<file path="src/rtl/hammer_campaign_ctrl_if.sv">
// Engine control bus and result-log handshake of the hammer campaign controller.
interface hammer_campaign_ctrl_if #(
  parameter int ADDR_WIDTH = 64,
  parameter int WORD_WIDTH = 64,
  parameter int ROW_WIDTH  = 12
);
  logic                  eng_reset;
  logic [ADDR_WIDTH-1:0] eng_address;
  logic [WORD_WIDTH-1:0] eng_pattern;
  logic [31:0]           eng_count;
  logic [3:0]            eng_state;
  logic [63:0]           eng_flips;
  logic                  log_valid;
  logic [ROW_WIDTH-1:0]  log_row;
  logic [31:0]           log_flips;
  logic                  log_ready;
  logic                  log_overflow;

  modport master (
    output eng_reset, eng_address, eng_pattern, eng_count,
    input  eng_state, eng_flips,
    output log_valid, log_row, log_flips, log_overflow,
    input  log_ready
  );

  modport slave (
    input  eng_reset, eng_address, eng_pattern, eng_count,
    output eng_state, eng_flips,
    input  log_valid, log_row, log_flips, log_overflow,
    output log_ready
  );
endinterface

</file>
<file path="src/rtl/hammer_campaign_ctrl.sv">
// Row-sweep sequencer for the hammer engine with flip totals and a result log.
// Optional PATTERN_INVERT_EN: two passes per row (pattern, then ~pattern).
module hammer_campaign_ctrl #(
  parameter int          ADDR_WIDTH     = 64,
  parameter int          WORD_WIDTH     = 64,
  parameter int          ROW_WIDTH      = 12,
  parameter int          ROW_POS        = 10,
  parameter int          LOG_DEPTH      = 4,
  parameter logic [31:0] TIMEOUT_CYCLES = 32'h0100_0000
) (
  input  logic                  clk,
  input  logic                  reset_n,
  input  logic                  start,
  input  logic                  abort,
  input  logic [ADDR_WIDTH-1:0] base_address,
  input  logic [ROW_WIDTH-1:0]  row_count,
  input  logic [31:0]           hammer_count,
  input  logic [WORD_WIDTH-1:0] pattern,
  hammer_campaign_ctrl_if.master bus,
  output logic                  busy,
  output logic                  done,
  output logic                  aborted,
  output logic                  timeout_err,
  output logic [ROW_WIDTH-1:0]  rows_done,
  output logic [63:0]           total_flips
);

  localparam int EW = ROW_WIDTH + 32;

  typedef enum logic [2:0] {
    S_IDLE, S_LAUNCH, S_RUN, S_COLLECT, S_NEXT, S_DONE
  } state_t;

  state_t                r_state;
  logic [ADDR_WIDTH-1:0] r_base;
  logic [ROW_WIDTH-1:0]  r_rows;
  logic [31:0]           r_hcount;
  logic [WORD_WIDTH-1:0] r_pattern;
  logic                  r_eng_reset;
  logic [ADDR_WIDTH-1:0] r_eng_addr;
  logic [31:0]           r_wd;
  logic                  r_busy;
  logic                  r_done;
  logic                  r_aborted;
  logic                  r_timeout;
  logic [ROW_WIDTH-1:0]  r_rows_done;
  logic [63:0]           r_total;
  logic                  r_overflow;
  logic [LOG_DEPTH:0]    r_wr_ptr;
  logic [LOG_DEPTH:0]    r_rd_ptr;
  logic [EW-1:0]         r_mem [2**LOG_DEPTH];

  logic                  w_idle;
  logic                  w_empty;
  logic                  w_full;
  logic                  w_pop;
  logic                  w_log_now;
  logic [63:0]           w_sum;
  logic                  w_push_req;
  logic                  w_push;
  logic                  w_drop;
  logic [ROW_WIDTH-1:0]  w_rows_nxt;
  logic [EW-1:0]         w_head;

  function automatic logic [63:0] sat_add(input logic [63:0] a,
                                          input logic [63:0] b);
    logic [64:0] s;
    s = {1'b0, a} + {1'b0, b};
    return s[64] ? '1 : s[63:0];
  endfunction

  function automatic logic [31:0] sat32(input logic [63:0] f);
    return (|f[63:32]) ? 32'hFFFF_FFFF : f[31:0];
  endfunction

  function automatic logic [ADDR_WIDTH-1:0] row_addr(
    input logic [ADDR_WIDTH-1:0] a,
    input logic [ROW_WIDTH-1:0]  off
  );
    logic [ADDR_WIDTH-1:0] r;
    r = a;
    r[ROW_POS +: ROW_WIDTH] = a[ROW_POS +: ROW_WIDTH] + off;
    return r;
  endfunction

`ifdef PATTERN_INVERT_EN
  logic        r_pass;
  logic [63:0] r_acc;
  assign w_sum           = sat_add(r_acc, bus.eng_flips);
  assign w_log_now       = r_pass;
  assign bus.eng_pattern = r_pass ? ~r_pattern : r_pattern;
`else
  assign w_sum           = bus.eng_flips;
  assign w_log_now       = 1'b1;
  assign bus.eng_pattern = r_pattern;
`endif

  assign w_idle     = (r_state == S_IDLE) || (r_state == S_DONE);
  assign w_empty    = (r_wr_ptr == r_rd_ptr);
  assign w_full     = (r_wr_ptr[LOG_DEPTH] != r_rd_ptr[LOG_DEPTH]) &&
                      (r_wr_ptr[LOG_DEPTH-1:0] == r_rd_ptr[LOG_DEPTH-1:0]);
  assign w_pop      = !w_empty && bus.log_ready;
  assign w_push_req = (r_state == S_COLLECT) && !abort &&
                      w_log_now && (w_sum != 64'd0);
  // A pop in the same cycle frees the slot a full FIFO needs.
  assign w_push     = w_push_req && (!w_full || w_pop);
  assign w_drop     = w_push_req && !w_push;
  assign w_rows_nxt = r_rows_done + ROW_WIDTH'(1);
  assign w_head     = r_mem[r_rd_ptr[LOG_DEPTH-1:0]];

  always_ff @(posedge clk) begin
    if (w_push)
      r_mem[r_wr_ptr[LOG_DEPTH-1:0]] <= {r_rows_done, sat32(w_sum)};
  end

  always_ff @(posedge clk or negedge reset_n) begin
    if (!reset_n) begin
      r_state     <= S_IDLE;
      r_base      <= '0;
      r_rows      <= '0;
      r_hcount    <= '0;
      r_pattern   <= '0;
      r_eng_reset <= 1'b1;
      r_eng_addr  <= '0;
      r_wd        <= '0;
      r_busy      <= 1'b0;
      r_done      <= 1'b0;
      r_aborted   <= 1'b0;
      r_timeout   <= 1'b0;
      r_rows_done <= '0;
      r_total     <= '0;
      r_overflow  <= 1'b0;
      r_wr_ptr    <= '0;
      r_rd_ptr    <= '0;
`ifdef PATTERN_INVERT_EN
      r_pass      <= 1'b0;
      r_acc       <= '0;
`endif
    end else begin
      if (w_pop)  r_rd_ptr   <= r_rd_ptr + 1'b1;
      if (w_push) r_wr_ptr   <= r_wr_ptr + 1'b1;
      if (w_drop) r_overflow <= 1'b1;
      if (w_idle) begin
        if (start) begin
          r_base      <= base_address;
          r_rows      <= row_count;
          r_hcount    <= hammer_count;
          r_pattern   <= pattern;
          r_eng_addr  <= row_addr(base_address, '0);
          r_rows_done <= '0;
          r_total     <= '0;
          r_aborted   <= 1'b0;
          r_timeout   <= 1'b0;
          r_overflow  <= 1'b0;
          r_wr_ptr    <= '0;
          r_rd_ptr    <= '0;
`ifdef PATTERN_INVERT_EN
          r_pass      <= 1'b0;
`endif
          r_busy      <= (row_count != '0);
          r_done      <= (row_count == '0);
          r_state     <= (row_count == '0) ? S_DONE : S_LAUNCH;
        end
      end else if (abort) begin
        r_state     <= S_DONE;
        r_aborted   <= 1'b1;
        r_eng_reset <= 1'b1;
        r_busy      <= 1'b0;
        r_done      <= 1'b1;
      end else begin
        unique case (r_state)
          S_LAUNCH: begin
            r_eng_reset <= 1'b0;
            r_wd        <= '0;
            r_state     <= S_RUN;
          end
          S_RUN: begin
            if (bus.eng_state == 4'd4) begin
              r_eng_reset <= 1'b1;
              r_state     <= S_COLLECT;
            end else if (r_wd == TIMEOUT_CYCLES - 32'd1) begin
              r_eng_reset <= 1'b1;
              r_timeout   <= 1'b1;
              r_state     <= S_NEXT;
            end else begin
              r_wd <= r_wd + 32'd1;
            end
          end
          S_COLLECT: begin
            r_total <= sat_add(r_total, bus.eng_flips);
`ifdef PATTERN_INVERT_EN
            if (!r_pass) begin
              r_acc   <= bus.eng_flips;
              r_pass  <= 1'b1;
              r_state <= S_LAUNCH;
            end else begin
              r_state <= S_NEXT;
            end
`else
            r_state <= S_NEXT;
`endif
          end
          S_NEXT: begin
            r_rows_done <= w_rows_nxt;
`ifdef PATTERN_INVERT_EN
            r_pass      <= 1'b0;
`endif
            if (w_rows_nxt == r_rows) begin
              r_busy  <= 1'b0;
              r_done  <= 1'b1;
              r_state <= S_DONE;
            end else begin
              r_eng_addr <= row_addr(r_base, w_rows_nxt);
              r_state    <= S_LAUNCH;
            end
          end
          default: r_state <= S_IDLE;
        endcase
      end
    end
  end

  assign bus.eng_reset    = r_eng_reset;
  assign bus.eng_address  = r_eng_addr;
  assign bus.eng_count    = r_hcount;
  assign bus.log_valid    = !w_empty;
  assign bus.log_row      = w_empty ? '0 : w_head[EW-1:32];
  assign bus.log_flips    = w_empty ? '0 : w_head[31:0];
  assign bus.log_overflow = r_overflow;

  assign busy        = r_busy;
  assign done        = r_done;
  assign aborted     = r_aborted;
  assign timeout_err = r_timeout;
  assign rows_done   = r_rows_done;
  assign total_flips = r_total;

endmodule

</file>
<file path="src/flat_wrapper.sv">
// flat-port wrapper written by rule: the top's interface ports become plain ports
module hammer_campaign_ctrl_flat 
#(
  parameter int          ADDR_WIDTH     = 64,
  parameter int          WORD_WIDTH     = 64,
  parameter int          ROW_WIDTH      = 12,
  parameter int          ROW_POS        = 10,
  parameter int          LOG_DEPTH      = 4,
  parameter logic [31:0] TIMEOUT_CYCLES = 32'h0100_0000
)
  (clk, reset_n, start, abort, base_address, row_count, hammer_count, pattern, busy, done, aborted, timeout_err, rows_done, total_flips, bus_eng_reset, bus_eng_address, bus_eng_pattern, bus_eng_count, bus_eng_state, bus_eng_flips, bus_log_valid, bus_log_row, bus_log_flips, bus_log_overflow, bus_log_ready);
  hammer_campaign_ctrl_if #(.ADDR_WIDTH(ADDR_WIDTH), .WORD_WIDTH(WORD_WIDTH), .ROW_WIDTH(ROW_WIDTH)) bus_i ();
  input  logic clk;
  input  logic reset_n;
  input  logic start;
  input  logic abort;
  input  logic [ADDR_WIDTH-1:0] base_address;
  input  logic [ROW_WIDTH-1:0] row_count;
  input  logic [31:0] hammer_count;
  input  logic [WORD_WIDTH-1:0] pattern;
  output logic busy;
  output logic done;
  output logic aborted;
  output logic timeout_err;
  output logic [ROW_WIDTH-1:0] rows_done;
  output logic [63:0] total_flips;
  output wire logic [$bits(bus_i.eng_reset)-1:0] bus_eng_reset;
  output wire logic [$bits(bus_i.eng_address)-1:0] bus_eng_address;
  output wire logic [$bits(bus_i.eng_pattern)-1:0] bus_eng_pattern;
  output wire logic [$bits(bus_i.eng_count)-1:0] bus_eng_count;
  input wire logic [$bits(bus_i.eng_state)-1:0] bus_eng_state;
  input wire logic [$bits(bus_i.eng_flips)-1:0] bus_eng_flips;
  output wire logic [$bits(bus_i.log_valid)-1:0] bus_log_valid;
  output wire logic [$bits(bus_i.log_row)-1:0] bus_log_row;
  output wire logic [$bits(bus_i.log_flips)-1:0] bus_log_flips;
  output wire logic [$bits(bus_i.log_overflow)-1:0] bus_log_overflow;
  input wire logic [$bits(bus_i.log_ready)-1:0] bus_log_ready;
  assign bus_eng_reset = bus_i.eng_reset;
  assign bus_eng_address = bus_i.eng_address;
  assign bus_eng_pattern = bus_i.eng_pattern;
  assign bus_eng_count = bus_i.eng_count;
  assign bus_i.eng_state = bus_eng_state;
  assign bus_i.eng_flips = bus_eng_flips;
  assign bus_log_valid = bus_i.log_valid;
  assign bus_log_row = bus_i.log_row;
  assign bus_log_flips = bus_i.log_flips;
  assign bus_log_overflow = bus_i.log_overflow;
  assign bus_i.log_ready = bus_log_ready;
  hammer_campaign_ctrl #(.ADDR_WIDTH(ADDR_WIDTH), .WORD_WIDTH(WORD_WIDTH), .ROW_WIDTH(ROW_WIDTH), .ROW_POS(ROW_POS), .LOG_DEPTH(LOG_DEPTH), .TIMEOUT_CYCLES(TIMEOUT_CYCLES)) u_core (.clk(clk), .reset_n(reset_n), .start(start), .abort(abort), .base_address(base_address), .row_count(row_count), .hammer_count(hammer_count), .pattern(pattern), .bus(bus_i), .busy(busy), .done(done), .aborted(aborted), .timeout_err(timeout_err), .rows_done(rows_done), .total_flips(total_flips));
endmodule
</file>
<file path="config.mk">
export PLATFORM = sky130hd
export DESIGN_NAME = hammer_campaign_ctrl_flat
export DESIGN_NICKNAME = d
export VERILOG_FILES = /design/src/rtl/hammer_campaign_ctrl_if.sv /design/src/rtl/hammer_campaign_ctrl.sv /design/src/flat_wrapper.sv
export SDC_FILE = /design/constraint.sdc
export NUM_CORES = 2
export LEC_CHECK = 0
export ABC_CLOCK_PERIOD_IN_PS = 7700
export BUFFER_PORTS_ARGS = -buffer_cell sky130_fd_sc_hd__buf_2
export CORE_MARGIN = 1
export CORE_UTILIZATION = 55
export DETAILED_ROUTE_END_ITERATION = 7
export PLACE_DENSITY_LB_ADDON = 0.25
export SYNTH_ARGS = -nofsm -noshare
export SYNTH_HDL_FRONTEND = slang
export SYNTH_SLANG_ARGS = --single-unit
</file>
<file path="constraint.sdc">
create_clock -name clk -period 7.7 [get_ports clk]
set_input_delay 0.77 -clock clk [delete_from_list [all_inputs] [get_ports clk]]
set_output_delay 0.77 -clock clk [all_outputs]
set_load 0.01 [all_outputs]
</file>
==> impl_metrics.env <==
export IMPL_outcome="finished clean"
export IMPL_synth_seq_area_share=0.650
export IMPL_worst_path_max_fanout=32
export IMPL_chipHeight_microns=293
export IMPL_postSynthRegisterBits=1067
export IMPL_data_required_critical_path_ns=8.04
export IMPL_io_pins=532
export IMPL_period_minus_slack_ns=4.69
export IMPL_detailroute_via_count=30455
export IMPL_yosys_area_top_type="edfxtp_1"
export IMPL_clock_skew_ns=0.0411
export IMPL_design_area_sq_um=53900
export IMPL_std_cell_rows=106
export IMPL_path_clk_slew_ns=0.06
export IMPL_grt_setup_unrepaired="no"
export IMPL_criticalPathCategory="in -> reg"
export IMPL_synth_lib_cells_used_distinct=77
export IMPL_post_cts_repair_setup_buffers=0
export IMPL_async_reset_ff_frac=0.340
export IMPL_postLayoutCoreUtil=0.645
export IMPL_detailed_place_hpwl_microns=83300
export IMPL_power_leakage_uw=0.0230
export IMPL_core_box_area_sq_um=83700
export IMPL_drt_total_wl_microns=128000
export IMPL_synthesis_area_sq_um=46500
export IMPL_cts_htree_levels=3
export IMPL_wl_per_cell_microns=24.8
export IMPL_filler_cell_count=6227
export IMPL_fmax_mhz=213
export IMPL_cts_hold_fix_buffers=0
export IMPL_post_layout_total_power_uw=19300
export IMPL_worstSkewPairLatency_ns=0.68
export IMPL_gp_congestion=0.995
export IMPL_synth_net_count=3737
export IMPL_synth_top_area_share=0.454
export IMPL_fp_dieW_microns=293
export IMPL_worst_r2r_endpoint="u_core.r_mem[15][27]"
export IMPL_start_util=0.556
export IMPL_synth_top_cells_by_count="nand2_1, edfxtp_1, dfrtp_1"
export IMPL_reg2reg_from="u_core.r_state[1]"
export IMPL_yosysWarningCount=0
export IMPL_most_used_standard_cell_by_instance_count_after_synthesis="nand2_1"
export IMPL_hold_path_class="in -> async"
export IMPL_drive_above_1_share=0.257
export IMPL_clock_sinks=1067
export IMPL_relSlewSlack=0.263
export IMPL_timing_reg2reg_worst_path_depth=8
export IMPL_vdd_drop_max_mv=0.373
export IMPL_drt_pass1_iter_count=5
export IMPL_setup_reg_to_reg_worst_slack_ns=3.42
export IMPL_synth_avg_cell_area_sq_um=13.7
export IMPL_setup_total_neg_slack_ns=0
export IMPL_synth_edf_count=704
export IMPL_drt_first_iter_violations=2870
export IMPL_crit_end_category="register"
export IMPL_total_gr_overflow=0
export IMPL_viasPerCell=5.91
export IMPL_synthCells=3407
export IMPL_worst_hold_slack_ns=0.165
export IMPL_grt_pass1_wl_microns=191000
export IMPL_grt_pass1_vias=30088
export IMPL_maxSlewViolCount=0
export IMPL_final_setup_viol_count=0
export IMPL_cts_buffers_inserted=104
export IMPL_hold_violations=0
export IMPL_remaining_drc_errors=0
export IMPL_power_per_cell_area_nw_per_um2=357
export IMPL_final_min_period_over_clock_period=0.610
export IMPL_antenna_violating_nets_post_route=0
export IMPL_clock_tree_root_cell="clkbuf_16"
export IMPL_cap_viol_max_count=0
export IMPL_ys_dominant_reg_cell="edfxtp_1"
export IMPL_synthToLayoutAreaGrowth_pct=15.9
export IMPL_cts_tree="done"
export IMPL_floorplan_die_area_sq_um=85800
export IMPL_crit_path_start_kind="input pin"
export IMPL_worst_pin_slew_ns=1.11
export IMPL_data_arrival_time_of_the_critical_path_ns=5.04
export IMPL_synth_area_leaders="edfxtp_1, dfrtp_1, mux4_2"
export IMPL_finish_net_count=4231
export IMPL_placedInstanceArea_sq_um=50400
export IMPL_post_cts_resize_count=0
export IMPL_port_buffers=531
export IMPL_cts_root_to_sink_buffers=3
export IMPL_groute_usage_overall=0.298
export IMPL_grt_max_degree=180
export IMPL_antenna_violations_before_repair=39
[stage by stage]
step / std cells / worst slack (ns)
6_report: 5155 / 3.01
3_3_place_gp: 4929 / 2.42
4_1_cts: 5124 / 3.02
5_1_grt: 5153 / 2.69
3_5_place_dp: 4929 / 2.33
2_1_floorplan: 3407 / 1.86
[flip-flops by register name, summed over array words and instances, names as in the netlist, 12 cells and up]
signal / count
u_core.bus.eng_address: 64
u_core.bus.eng_count: 32
u_core.bus.eng_pattern: 64
u_core.r_base: 64
u_core.r_mem: 704
u_core.r_rows: 12
u_core.r_wd: 32
u_core.rows_done: 12
u_core.total_flips: 64
[power by group]
part	total [uW]	switching, uW	internal (uW)
combinational	6620	4030	2590
clock	5140	2240	2900
sequential	7490	601	6890
[how the worst max path moves through the flow]
stage                  startpoint                    to  slack [ns]  cells after the start
3_5_place_dp    bus_eng_flips[39]  u_core.r_mem[15][32]        2.33                      9
2_1_floorplan               abort    u_core.r_mem[3][0]        1.86                      7
3_3_place_gp    bus_eng_flips[39]  u_core.r_mem[15][34]        2.42                      9
4_1_cts        u_core.r_rd_ptr[0]     bus_log_flips[31]        3.02                      5
5_1_grt         bus_eng_flips[39]  u_core.r_mem[15][27]        2.69                      9
6_report        bus_eng_flips[39]  u_core.r_mem[15][27]        3.01                      9
[worst max-delay path: stages]
cell     delay, ns
buf_2         0.11
nor4_1        0.08
nand4_1       0.75
or3_1         0.62
nor3_1        0.16
nor3_1        0.75
nand2_1       0.45
nor2_4        0.89
buf_4         0.43
[layout by cell type, fill, tap and decap left out, types with 68 or more instances in the layout]
| master | Yosys | final |
|---|---|---|
| nand2_1 | 739 | 738 |
| edfxtp_1 | 704 | 704 |
| buf_2 | 12 | 530 |
| dfrtp_1 | 362 | 358 |
| mux4_2 | 220 | 220 |
| nor2_1 | 171 | 159 |
| a21oi_1 | 146 | 145 |
| clkbuf_16 | 0 | 104 |
| a31oi_1 | 90 | 90 |
| ha_1 | 83 | 83 |
| xnor2_1 | 69 | 69 |
| o21ai_0 | 68 | 68 |
[kinds of logic (layout without fill, tap and decap cells)]
kind of cell    Yosys count  count (layout)  synth area share
flops                  1067            1067             0.650
fa+ha+maj                85              85            0.0232
other cells               0              31                 0
buf+inv                 227             810            0.0198
simple gates           1208            1208             0.112
compound gates          467             467            0.0631
mux                     225             225             0.108
xor+xnor                128             128            0.0244
[layer usage]
layer,track usage,vias up,part of all wire
met5,0,-,0.00027
met4,0.146,6,0.050
met3,0.0582,270,0.075
met2,0.475,1328,0.48
met1,0.395,15274,0.39
li1,-,13577,-
[area by class of cell]
cell class | count | area [sq um] | area share
Antenna cell | 31 | 77.6 | 0.00144
Clock buffer | 132 | 2770 | 0.0513
Clock inverter | 63 | 677 | 0.0125
Inverter | 34 | 128 | 0.00237
Multi-Input combinational cell | 2113 | 15500 | 0.288
Sequential cell | 1067 | 30200 | 0.561
Tap cell | 1134 | 1420 | 0.0263
Timing Repair Buffer | 581 | 3090 | 0.0573
(Power assumes the default switching activity.)
